File: src/rtl/bi_pkg.sv
// Shared definitions for the bus-invert receive stage: word width, word type and popcount.
package bi_pkg;

  localparam int unsigned BI_W = 8;

  typedef logic [BI_W-1:0] bi_word_t;

  // Counts set bits across a data word plus its invert line (BI_W+1 bits, max 9).
  function automatic logic [3:0] popcount(input logic [BI_W:0] v);
    logic [3:0] n;
    n = '0;
    for (int unsigned i = 0; i < BI_W + 1; i++) begin
      n = n + {3'b000, v[i]};
    end
    return n;
  endfunction

endpackage

File: src/rtl/bi_rx_fifo.sv
// Receive FIFO for bi_rx_stage: storage, wrapping pointers and occupancy level.
module bi_rx_fifo
  import bi_pkg::*;
#(
  parameter int unsigned DEPTH = 4
) (
  input  logic                       clk_i,
  input  logic                       rst_ni,
  input  logic                       push_i,
  input  logic                       pop_i,
  input  bi_word_t                   data_i,
  output bi_word_t                   data_o,
  output logic                       valid_o,
  output logic                       full_o,
  output logic [$clog2(DEPTH):0]     level_o
);

  localparam int unsigned PW = $clog2(DEPTH);
  localparam int unsigned LW = PW + 1;
  localparam logic [LW-1:0] FULL_LVL = LW'(DEPTH);

  bi_word_t        mem_q [DEPTH];
  logic [PW-1:0]   wr_ptr_q, rd_ptr_q;
  logic [LW-1:0]   level_q, level_d;
  logic            pop_ok;

  assign valid_o = (level_q != '0);
  assign full_o  = (level_q == FULL_LVL);
  assign pop_ok  = pop_i & valid_o;
  assign data_o  = valid_o ? mem_q[rd_ptr_q] : '0;
  assign level_o = level_q;

  // Storage is not reset; the read path is gated by valid_o instead.
  always_ff @(posedge clk_i) begin
    if (push_i) begin
      mem_q[wr_ptr_q] <= data_i;
    end
  end

  always_comb begin
    level_d = level_q;
    case ({push_i, pop_ok})
      2'b10:   level_d = level_q + LW'(1);
      2'b01:   level_d = level_q - LW'(1);
      default: level_d = level_q;
    endcase
  end

  always_ff @(posedge clk_i or negedge rst_ni) begin
    if (!rst_ni) begin
      wr_ptr_q <= '0;
      rd_ptr_q <= '0;
      level_q  <= '0;
    end else begin
      if (push_i) wr_ptr_q <= wr_ptr_q + PW'(1);
      if (pop_ok) rd_ptr_q <= rd_ptr_q + PW'(1);
      level_q <= level_d;
    end
  end

endmodule

File: src/rtl/bi_rx_stage.sv
// Bus-invert receive stage: decodes incoming words into a FIFO with sticky overflow flag.
// Optional transition statistics are enabled by defining BI_RX_STATS_EN.
module bi_rx_stage
  import bi_pkg::*;
#(
  parameter int unsigned DEPTH = 4
) (
  input  logic                   clk,
  input  logic                   rst,
  input  logic                   bus_valid,
  input  logic [7:0]             bus_data,
  input  logic                   bus_invert,
  output logic [7:0]             dout,
  output logic                   dout_valid,
  input  logic                   dout_ready,
  output logic [$clog2(DEPTH):0] fifo_level,
  output logic                   overflow_err,
  input  logic                   clr_err
`ifdef BI_RX_STATS_EN
  ,
  input  logic                   stats_clr,
  output logic [15:0]            trans_raw,
  output logic [15:0]            trans_enc
`endif
);

  bi_word_t decoded;
  logic     full, pop, push, drop;
  logic     overflow_q, overflow_d;

  assign decoded = bus_invert ? ~bus_data : bus_data;
  assign pop     = dout_valid & dout_ready;
  assign push    = bus_valid & (~full | pop);
  assign drop    = bus_valid & full & ~pop;

  bi_rx_fifo #(
    .DEPTH(DEPTH)
  ) u_fifo (
    .clk_i   (clk),
    .rst_ni  (rst),
    .push_i  (push),
    .pop_i   (pop),
    .data_i  (decoded),
    .data_o  (dout),
    .valid_o (dout_valid),
    .full_o  (full),
    .level_o (fifo_level)
  );

  // A drop on the same edge as clr_err leaves the flag set.
  always_comb begin
    overflow_d = overflow_q;
    if (drop) begin
      overflow_d = 1'b1;
    end else if (clr_err) begin
      overflow_d = 1'b0;
    end
  end

  always_ff @(posedge clk or negedge rst) begin
    if (!rst) begin
      overflow_q <= 1'b0;
    end else begin
      overflow_q <= overflow_d;
    end
  end

  assign overflow_err = overflow_q;

`ifdef BI_RX_STATS_EN
  logic [8:0]  prev_enc_q, prev_enc_d;
  bi_word_t    prev_dec_q, prev_dec_d;
  logic [15:0] trans_raw_q, trans_raw_d;
  logic [15:0] trans_enc_q, trans_enc_d;
  logic [16:0] sum_raw, sum_enc;

  assign sum_enc = {1'b0, trans_enc_q} + 17'(popcount({bus_invert, bus_data} ^ prev_enc_q));
  assign sum_raw = {1'b0, trans_raw_q} + 17'(popcount({1'b0, decoded ^ prev_dec_q}));

  always_comb begin
    prev_enc_d  = prev_enc_q;
    prev_dec_d  = prev_dec_q;
    trans_enc_d = trans_enc_q;
    trans_raw_d = trans_raw_q;
    if (bus_valid) begin
      prev_enc_d  = {bus_invert, bus_data};
      prev_dec_d  = decoded;
      trans_enc_d = sum_enc[16] ? '1 : sum_enc[15:0];
      trans_raw_d = sum_raw[16] ? '1 : sum_raw[15:0];
    end
    if (stats_clr) begin
      trans_enc_d = '0;
      trans_raw_d = '0;
    end
  end

  always_ff @(posedge clk or negedge rst) begin
    if (!rst) begin
      prev_enc_q  <= '0;
      prev_dec_q  <= '0;
      trans_enc_q <= '0;
      trans_raw_q <= '0;
    end else begin
      prev_enc_q  <= prev_enc_d;
      prev_dec_q  <= prev_dec_d;
      trans_enc_q <= trans_enc_d;
      trans_raw_q <= trans_raw_d;
    end
  end

  assign trans_enc = trans_enc_q;
  assign trans_raw = trans_raw_q;
`endif

endmodule

File: config.mk
export PLATFORM = sky130hd
export DESIGN_NAME = bi_rx_stage
export DESIGN_NICKNAME = d
export VERILOG_FILES = /design/src/rtl/bi_pkg.sv /design/src/rtl/bi_rx_fifo.sv /design/src/rtl/bi_rx_stage.sv
export SDC_FILE = /design/constraint.sdc
export NUM_CORES = 1
export LEC_CHECK = 0
export CAP_MARGIN = 20
export CORE_ASPECT_RATIO = 0.9
export CORE_MARGIN = 2
export CORE_UTILIZATION = 53
export DETAILED_ROUTE_END_ITERATION = 10
export PLACE_DENSITY_LB_ADDON = 0.2
export SYNTH_ARGS = -nofsm -noshare
export SYNTH_HDL_FRONTEND = slang
export SYNTH_SLANG_ARGS = --single-unit
File: constraint.sdc
create_clock -name clk -period 2.6 [get_ports clk]
set_input_delay 0.39 -clock clk [delete_from_list [all_inputs] [get_ports clk]]
set_output_delay 0.39 -clock clk [all_outputs]
set_load 0.02 [all_outputs]
==> reports/metrics.yaml <==
slew_headroom: 0.661
cp.arrival_ns: 2.05
cts-root-buf: "clkbuf_8"
ys_warn_count: 0
pre_cts_ws_ns: 0.103
slowest_stage: "clkdlybuf4s50_1"
post_dp_cell_area_um2: 2070
worstSetupEndpointType: "primary output"
whs_ns: 0.378
syn_area_per_cell_um2: 17.6
final.setup.tns_ns: 0
die_w_um: 65.1
power_density_nw_per_um2: 1120
p_total_mw: 2.41
chipHeight_um: 59.0
post-route-period-util: 0.939
cp_top_family: "buffers and inverters"
coreArea_um2: 3140
hpwl_um: 1930
hp-class: "input pin to asynchronous set/reset pin"
grt_max_degree: 13
portBuffers: 26
postLayoutSetupSlackWorst_ns: 0.160
regToRegEndpoint: "u_fifo.level_o[2]$_DFFE_PN0P_"
h-tree-depth: 2
finalWirelength_um: 2630
synth_cells: 101
status: "finished, final reports clean"
ctsResizeCount: 0
syn2layout_area_growth_pct: 20.8
worst_ir_drop_vdd_mv: 0.729
place.gp.congestion: 0.662
rows: 19
ys_seq_elements: 40
synth_area_leaders: "edfxtp_1, dfrtp_1, mux4_2, xor2_1, and2_1"
final_cell_mix: "edfxtp_1, clkdlybuf4s50_1, and2_1"
routedWlPerCell_um: 15.1
grt_first_pass_wirelength_um: 4340
final_area_um2: 2150
post_cts.repair.setup_buffers: 0
synth.net_count: 121
hold_viol_final: 0
p_leak_nw: 0.793
io-pin-count: 27
r2r_setup_slack_ns: 0.52
critical_path_class: "flop to primary output"
cts_made_buffers: 5
dieArea_um2: 3840
drcViolationCount: 0
cp.required_ns: 2.21
grtUsageTotal: 0.163
cap_violations: 0
crit_buf_inv: 2
overflow: 0
nNetsFinal: 151
cts.sinks: 40
yosysTopAreaCell: "edfxtp_1"
reg2reg_depth: 9
grt_pass1_vias: 914
slowest_delay_ns: 0.53
dr.pass1.iters: 4
drt_iter0_drc: 14
place_inst: 166
yosysSeqAreaShare: 0.652
critPathLaunchType: "flop"
crit_fanout: 10
rr_startpoint: "u_fifo.level_o[0]$_DFFE_PN0P_"
vias: 870
rsz0062_at_grt: "false"
clock_path_buffers: 2
setup_viol: 0
synth_cell_types: 22
detail-route-antenna-nets: 0
skew_ns: 0.00309
antenna_found_initial: 0
drv_slew: 0
period_minus_slack_ns: 2.44
netlist_area_um2: 1780
drive_gt1_frac: 0.167
antenna_cells_inserted: 0
layout.cells.most_common: "edfxtp_1"
tightest_slew_ns: 0.506
fmax_ghz: 0.410
path_clk_slew_ns: 0.07
final_util: 0.685
synth_top_area_frac: 0.540
start_util: 0.567
clk-insertion-delay-late_ns: 0.29
vias_per_cell: 5.00
cts_hold_buffers: 0
tritoncts: "yes"
crit_chain: "buf_4 > mux4_2 > and2_1 > clkdlybuf4s50_1"
finalNonFillerCells: 174
[state kept, by name (all words and copies together), names as in the netlist]
signal           count
u_fifo.wr_ptr_q      2
overflow_err         1
u_fifo.rd_ptr_q      2
u_fifo.mem_q        32
u_fifo.level_o       3
[logic make-up after synthesis]
kind of cell | synth area share
compound gates | 0.00281
xor+xnor | 0.0689
fa+ha+maj | 0.0464
buf+inv | 0.0330
flops | 0.652
mux | 0.115
simple gates | 0.0815
[Yosys cell counts (all sizes together)]
library cell / instances
nor2: 1
dfrtp: 8
nor4b: 1
nor2b: 1
o21ai: 1
mux2i: 1
and2: 13
edfxtp: 32
buf: 3
ha: 5
clkbuf: 1
xor2: 11
nand2: 1
or3: 1
mux2: 1
fa: 1
xnor2: 3
inv: 7
mux4: 8
nand3: 1
[layer usage]
metal | GRT usage | part of all wire | wire [um]
met1 | 0.201 | 0.41 | 1080
met4 | 0.0893 | 0.018 | 46
met2 | 0.270 | 0.52 | 1380
met3 | 0.0418 | 0.048 | 126
met5 | 0 | 0 | 0
[power breakdown]
| group | internal [mW] | switching (mW) |
|---|---|---|
| sequential | 0.876 | 0.105 |
| combinational | 0.555 | 0.489 |
| clock | 0.182 | 0.198 |
| total | 1.61 | 0.793 |
[how the worst max path moves through the flow]
stage / start / to / slack (ns) / cells past startpoint
after detailed placement: dout_ready / u_fifo.level_o[2]$_DFFE_PN0P_ / 0.10 / 10
final: u_fifo.rd_ptr_q[0]$_DFFE_PN0P_ / dout[0] / 0.16 / 4
after global placement: dout_ready / u_fifo.level_o[2]$_DFFE_PN0P_ / 0.19 / 10
after floorplan: u_fifo.level_o[1]$_DFFE_PN0P_ / u_fifo.level_o[2]$_DFFE_PN0P_ / 0.59 / 9
after global routing: u_fifo.rd_ptr_q[0]$_DFFE_PN0P_ / dout[0] / 0.08 / 4
after CTS: u_fifo.rd_ptr_q[0]$_DFFE_PN0P_ / dout[0] / 0.12 / 4
[final cells by class]
type                    instances  area [um2]
clock buffers                   5        68.8
clock inverters                 3        13.8
fillers                       225         987
inverters                       7        26.3
multi-input cells              50         561
flip-flops and latches         40        1160
well taps                      42        52.6
repair buffers                 27         268
No activity file was read; power rests on OpenSTA's default activity.
